--- src/rtl/husky_adc_spi_responder_if.sv ---
// Serial register-port lines between the Husky host (master) and the ADC
// register port (slave): SEN/SCLK/SDATA toward the ADC, OVR/SDOUT back.
interface husky_adc_spi_responder_if;
  logic adc_sen;
  logic adc_sclk;
  logic adc_sdata;
  logic adc_ovr_sdout;

  modport master (
    output adc_sen,
    output adc_sclk,
    output adc_sdata,
    input  adc_ovr_sdout
  );

  modport slave (
    input  adc_sen,
    input  adc_sclk,
    input  adc_sdata,
    output adc_ovr_sdout
  );
endinterface

--- src/rtl/husky_adc_spi_responder.sv ---
// ADS4128-style serial register port emulator: decodes 16-bit SEN/SCLK/SDATA
// frames into a local register file and serves serial readout on OVR/SDOUT.
module husky_adc_spi_responder #(
  parameter int pNUM_REGS    = 32,
  parameter int pSYNC_STAGES = 2
) (
  input  logic                           clk_usb,
  input  logic                           reset_n,
  husky_adc_spi_responder_if.slave       spi,
  input  logic                           ovr_i,
  output logic                           readout_en,
  output logic                           wr_strobe,
  output logic [7:0]                     wr_addr,
  output logic [7:0]                     wr_data,
  output logic                           frame_error,
  input  logic [7:0]                     dbg_addr,
  output logic [7:0]                     dbg_data
);

  localparam int AW = (pNUM_REGS > 1) ? $clog2(pNUM_REGS) : 1;

  logic [pSYNC_STAGES-1:0] sen_sync_q, sclk_sync_q, sdata_sync_q;
  logic                    sen_prev_q, sclk_prev_q;
  logic                    sen_s, sclk_s, sdata_s;
  logic                    sen_fall, sen_rise, sclk_fall, capture;

  logic [4:0]  cnt_q, cnt_d, base_cnt;
  logic [15:0] shift_q, shift_d, base_shift;
  logic [7:0]  rd_sr_q, rd_sr_d, base_rd;

  logic [7:0]  regs_q [pNUM_REGS];
  logic        commit_valid, commit_write, frame_err_d, soft_rst_d;
  logic [7:0]  commit_addr, commit_data;

  logic        wr_strobe_q, frame_error_q, soft_rst_q;
  logic [7:0]  wr_addr_q, wr_data_q;

  // Idle levels on reset (SEN/SCLK high) so releasing reset never fakes an edge.
  always_ff @(posedge clk_usb or negedge reset_n) begin
    if (!reset_n) begin
      sen_sync_q   <= '1;
      sclk_sync_q  <= '1;
      sdata_sync_q <= '0;
      sen_prev_q   <= 1'b1;
      sclk_prev_q  <= 1'b1;
    end else begin
      sen_sync_q   <= {sen_sync_q[pSYNC_STAGES-2:0], spi.adc_sen};
      sclk_sync_q  <= {sclk_sync_q[pSYNC_STAGES-2:0], spi.adc_sclk};
      sdata_sync_q <= {sdata_sync_q[pSYNC_STAGES-2:0], spi.adc_sdata};
      sen_prev_q   <= sen_s;
      sclk_prev_q  <= sclk_s;
    end
  end

  assign sen_s     = sen_sync_q[pSYNC_STAGES-1];
  assign sclk_s    = sclk_sync_q[pSYNC_STAGES-1];
  assign sdata_s   = sdata_sync_q[pSYNC_STAGES-1];
  assign sen_fall  = sen_prev_q & ~sen_s;
  assign sen_rise  = ~sen_prev_q & sen_s;
  assign sclk_fall = sclk_prev_q & ~sclk_s;
  // A fall coinciding with the SEN rise still belongs to the ending frame.
  assign capture   = sclk_fall & (~sen_s | sen_rise);

  function automatic logic [7:0] reg_rd(input logic [7:0] a);
    if (int'(a) < pNUM_REGS) reg_rd = regs_q[a[AW-1:0]];
    else                     reg_rd = 8'h00;
  endfunction

  always_comb begin
    base_cnt   = sen_fall ? 5'd0  : cnt_q;
    base_shift = sen_fall ? 16'd0 : shift_q;
    base_rd    = sen_fall ? 8'd0  : rd_sr_q;
    cnt_d      = base_cnt;
    shift_d    = base_shift;
    rd_sr_d    = base_rd;
    if (capture) begin
      shift_d = {base_shift[14:0], sdata_s};
      cnt_d   = (base_cnt == 5'd17) ? 5'd17 : base_cnt + 5'd1;
      if (readout_en && cnt_d == 5'd8) rd_sr_d = reg_rd(shift_d[7:0]);
      else                             rd_sr_d = {base_rd[6:0], 1'b0};
    end
    commit_valid = sen_rise && (cnt_d == 5'd16);
    commit_addr  = shift_d[15:8];
    commit_data  = shift_d[7:0];
    // With readout enabled, frames to any address but 0x00 are reads.
    commit_write = commit_valid && (!readout_en || commit_addr == 8'h00);
    soft_rst_d   = commit_write && (commit_addr == 8'h00) && commit_data[1];
    frame_err_d  = sen_rise && (cnt_d != 5'd16) && (cnt_d != 5'd0);
    if (sen_rise) begin
      cnt_d   = 5'd0;
      rd_sr_d = 8'd0;
    end
  end

  always_ff @(posedge clk_usb or negedge reset_n) begin
    if (!reset_n) begin
      cnt_q         <= '0;
      shift_q       <= '0;
      rd_sr_q       <= '0;
      wr_strobe_q   <= 1'b0;
      wr_addr_q     <= '0;
      wr_data_q     <= '0;
      frame_error_q <= 1'b0;
      soft_rst_q    <= 1'b0;
    end else begin
      cnt_q         <= cnt_d;
      shift_q       <= shift_d;
      rd_sr_q       <= rd_sr_d;
      wr_strobe_q   <= commit_write;
      frame_error_q <= frame_err_d;
      soft_rst_q    <= soft_rst_d;
      if (commit_write) begin
        wr_addr_q <= commit_addr;
        wr_data_q <= commit_data;
      end
    end
  end

  // RESET bit is self-clearing: never stored, it only schedules the wipe.
  always_ff @(posedge clk_usb or negedge reset_n) begin
    if (!reset_n) begin
      for (int i = 0; i < pNUM_REGS; i++) regs_q[i] <= 8'h00;
    end else if (soft_rst_q) begin
      for (int i = 0; i < pNUM_REGS; i++) regs_q[i] <= 8'h00;
    end else if (commit_write && int'(commit_addr) < pNUM_REGS) begin
      regs_q[commit_addr[AW-1:0]] <= (commit_addr == 8'h00) ? (commit_data & 8'hFD)
                                                            : commit_data;
    end
  end

  assign readout_en        = regs_q[0][0];
  assign wr_strobe         = wr_strobe_q;
  assign wr_addr           = wr_addr_q;
  assign wr_data           = wr_data_q;
  assign frame_error       = frame_error_q;
  assign dbg_data          = reg_rd(dbg_addr);
  assign spi.adc_ovr_sdout = (readout_en && !sen_s) ? rd_sr_q[7] : ovr_i;

endmodule

--- src/flat_wrapper.sv ---
// flat-port wrapper written by rule: the top's interface ports become plain ports
module husky_adc_spi_responder_flat 
#(
  parameter int pNUM_REGS    = 32,
  parameter int pSYNC_STAGES = 2
)
  (clk_usb, reset_n, ovr_i, readout_en, wr_strobe, wr_addr, wr_data, frame_error, dbg_addr, dbg_data, spi_adc_sen, spi_adc_sclk, spi_adc_sdata, spi_adc_ovr_sdout);
  husky_adc_spi_responder_if spi_i ();
  input  logic clk_usb;
  input  logic reset_n;
  input  logic ovr_i;
  output logic readout_en;
  output logic wr_strobe;
  output logic [7:0] wr_addr;
  output logic [7:0] wr_data;
  output logic frame_error;
  input  logic [7:0] dbg_addr;
  output logic [7:0] dbg_data;
  input wire logic [$bits(spi_i.adc_sen)-1:0] spi_adc_sen;
  input wire logic [$bits(spi_i.adc_sclk)-1:0] spi_adc_sclk;
  input wire logic [$bits(spi_i.adc_sdata)-1:0] spi_adc_sdata;
  output wire logic [$bits(spi_i.adc_ovr_sdout)-1:0] spi_adc_ovr_sdout;
  assign spi_i.adc_sen = spi_adc_sen;
  assign spi_i.adc_sclk = spi_adc_sclk;
  assign spi_i.adc_sdata = spi_adc_sdata;
  assign spi_adc_ovr_sdout = spi_i.adc_ovr_sdout;
  husky_adc_spi_responder #(.pNUM_REGS(pNUM_REGS), .pSYNC_STAGES(pSYNC_STAGES)) u_core (.clk_usb(clk_usb), .reset_n(reset_n), .spi(spi_i), .ovr_i(ovr_i), .readout_en(readout_en), .wr_strobe(wr_strobe), .wr_addr(wr_addr), .wr_data(wr_data), .frame_error(frame_error), .dbg_addr(dbg_addr), .dbg_data(dbg_data));
endmodule
--- config.mk ---
export PLATFORM = sky130hd
export DESIGN_NAME = husky_adc_spi_responder_flat
export DESIGN_NICKNAME = d
export VERILOG_FILES = /design/src/rtl/husky_adc_spi_responder_if.sv /design/src/rtl/husky_adc_spi_responder.sv /design/src/flat_wrapper.sv
export SDC_FILE = /design/constraint.sdc
export NUM_CORES = 1
export LEC_CHECK = 0
export CORE_UTILIZATION = 60
export CTS_CLUSTER_SIZE = 40
export DETAILED_ROUTE_END_ITERATION = 10
export DONT_BUFFER_PORTS = 1
export PLACE_DENSITY = 0.78
export SKIP_LAST_GASP = 1
export SYNTH_ARGS = -nofsm -noshare
export SYNTH_HDL_FRONTEND = slang
export SYNTH_SLANG_ARGS = --single-unit
export TNS_END_PERCENT = 10
--- constraint.sdc ---
create_clock -name clk_usb -period 13.1 [get_ports clk_usb]
set_input_delay 3.93 -clock clk_usb [delete_from_list [all_inputs] [get_ports clk_usb]]
set_output_delay 3.93 -clock clk_usb [all_outputs]
set_load 0.01 [all_outputs]
==> run metrics <==
status=finished clean; DRT Wirelength=55100 µm; cts hold-fix bufs=0; vias per cell=~7.1; hold slack=~0.36 ns; most frequent cells in the layout=303 x dfrtp_1, 299 x mux2i_1, 267 x nand2b_1, 98 x mux4_2, 55 x o21ai_0; core area=30600 µm²; die area=31800 µm²; Max Cap Viol=0; LEAKAGE=slightly below 10 nW; Layout area overhead=6.95%; GR Overflow Total=0; worst r2r dst=u_core.regs_q[210]; CTS Buffer Depth=3; share of power burned in registers=46.6%; # Post-CTS Setup Buffers=0; Filler Cells Inserted=2329; Root Buffer=clkbuf_16; Worst Hold End=u_core.sen_sync_q[1]; post-layout min period=9.51 ns; Hold WC Path Type=reg2reg; GPL Wtd Cong=0.951; htree depth=2; Antenna Nets Post-Route=0; initial core utilization=61.0%; Sw Ratio=22.9%; Worst setup EP type=output port; Worst Skew=~0.012 ns; Clk pwr share=48.5%; setup violators final=0; final setup margin=3.59 ns; TritonRoute pass-1 iters=6; Hold Path Origin=u_core.sen_sync_q[0]; DR iter-0 viols=1845; antenna violations before repair=1; setup repair after global routing missed its margin=no; total power=2.10 mW; Reg2Reg Setup Slack=8.28 ns; layout cells sized above 1=17.2%; type of the worst setup path=in2out; GRT Total Usage=35.2%; Slew headroom=12.3%; Post-Syn Area=18700 µm²; Worst EP arrival=5.58 ns; pwr/cell area=105 nW/µm²; fmax=around 0.11 GHz; net count after synthesis=1632; Fin Setup TNS=0 ns; remaining routing DRC violations=0; CTS buffer count=36; yosys warns=0; final worst path period share=72.6%; Post-DP HPWL=approximately 36000 µm; height of the chip=178 µm; Nets=1553; Logic pwr share=5.0%; flops & latches, synth=312; Int Power=1.62 mW; row count=64; Crit path required time=9.17 ns; Hold Fails Final Rpt=0; asr flop ratio synth=100%; I/O pin cnt=42; IO Port Bufs=0; Worst-path clk slew=~0.050 ns; actual slew at the worst max-slew pin=1.31 ns; Max rail drop VDD=0.0000697 V; leading cell type in the layout, fill and taps excluded=dfrtp_1; DIE WIDTH=about 180 µm; reg2reg path depth=10; hold path cells=0; EDFF count, synth=0; vias=13900; Post-Syn Instances=between 1500 and 2000; post_cts resized=0; r2r startpoint=u_core.sen_sync_q[1]; largest net degree at the start of global routing=313; Place WS=between 3 and 4 ns; # clock sinks=312; register area share after synthesis=41.9%; vias in the first global route=13200; Primary FF master, synth=dfrtp_1; Clock Latency Late Sink=0.52 ns; unique cell type count in the Yosys netlist=84; CTS tree=done; first-pass GRT wire length=82900 µm; Sw Pwr=approximately 0.48 mW; Syn Area/Cell=approximately 12 µm²; Final Max Slew Viols=0; WL/cell=between 20 and 30 µm; crit start category=input pin; Worst Path Max Fanout=64
## cell usage after synthesis, drive strengths merged (5+ instances only)
master,number,area (µm²)
dfrtp,306,7660
mux2i,299,2990
nand2b,268,1680
clkbuf,107,405
mux4,98,2210
o21ai,58,290
nand2,54,203
nand3,50,360
a21oi,39,199
nor2,39,146
buf,31,165
mux2,31,387
and3,23,145
nor3,16,111
and2,15,95.1
inv,14,52.6
o211ai,13,97.6
a2111oi,11,115
a22oi,11,87.6
a31oi,11,68.8
nand4,9,100
o31ai,9,67.6
a21boi,7,52.6
a22o,7,61.3
o211a,7,70.1
o221ai,7,61.3
a21o,6,45.0
dfstp,6,158
o311ai,6,52.6
o22a,5,43.8
## how the worst max path moves through the flow
stage,startpoint,to,slack [ns],cells past startpoint
final,dbg_addr[0],dbg_data[4],3.59,4
after global routing,dbg_addr[0],dbg_data[4],3.59,4
after CTS,dbg_addr[0],dbg_data[7],3.71,4
after detailed placement,dbg_addr[0],dbg_data[7],3.71,4
after global placement,dbg_addr[0],dbg_data[4],3.72,4
after floorplan,dbg_addr[0],dbg_data[0],3.10,6
## power groups by stage
| stage | combinational (mW) | clock [mW] | sequential (mW) |
|---|---|---|---|
| global route | 0.109 | 1.07 | 0.980 |
| detailed placement | 0.101 | 0 | 0.996 |
| finish | 0.104 | 1.02 | 0.979 |
| CTS | 0.101 | 1.03 | 0.979 |
| floorplan | 0.0946 | 0 | 0.988 |
| global placement | 0.0993 | 0 | 0.996 |
## per-stage QoR
step / area, µm² / utilization, % / instances
final: 20000 / 65.2 / 1959
after global routing: 20000 / 65.2 / 1958
after CTS: 20000 / 65.2 / 1958
after detailed placement: 18800 / 61.4 / 1896
after global placement: 18800 / 61.4 / 1896
after floorplan: 18700 / - / 1617
## state kept, by name, summed over array words and instances, names as in the netlist, 2 cells and up
register and count:
u_core.regs_q 255, u_core.sdata_sync_q 2, u_core.rd_sr_q 8, u_core.sclk_sync_q 2, u_core.wr_data 8, u_core.wr_addr 8
u_core.shift_q 16, u_core.sen_sync_q 2, u_core.cnt_q 5
## metal layers
| metal | track usage (%) | wire length [µm] |
|---|---|---|
| met1 | 50.8 | 22200 |
| met2 | 48.8 | 23200 |
| met3 | 12.8 | 7760 |
| met4 | 12.0 | 1940 |
| met5 | 0 | 14 |
## cell type report
cell class	count	area [µm²]	share of cell area, %
sequential	312	7820	39.2
timing repair buffer	21	158	0.790
tap	396	495	2.48
antenna	1	2.50	0.0125
multi-input combinational	1151	10200	51.3
clock inverter	14	153	0.765
inverter	16	60.1	0.301
clock buffer	48	1040	5.20
## cell families after synthesis
family	synth area share, %
AO/OA/AOI/OAI	8.08
flip-flops	41.9
adder cells (fa/ha/maj)	0.0670
XOR/XNOR	0.0939
multiplexers	29.9
buffers and inverters	3.38
AND/OR/NAND/NOR	16.6
## worst max-delay path: stages
cell and delay, ns:
mux4_2 0.50, mux4_2 0.52, mux2i_1 0.41, nor2_1 0.16
(Power assumes the default switching activity.)
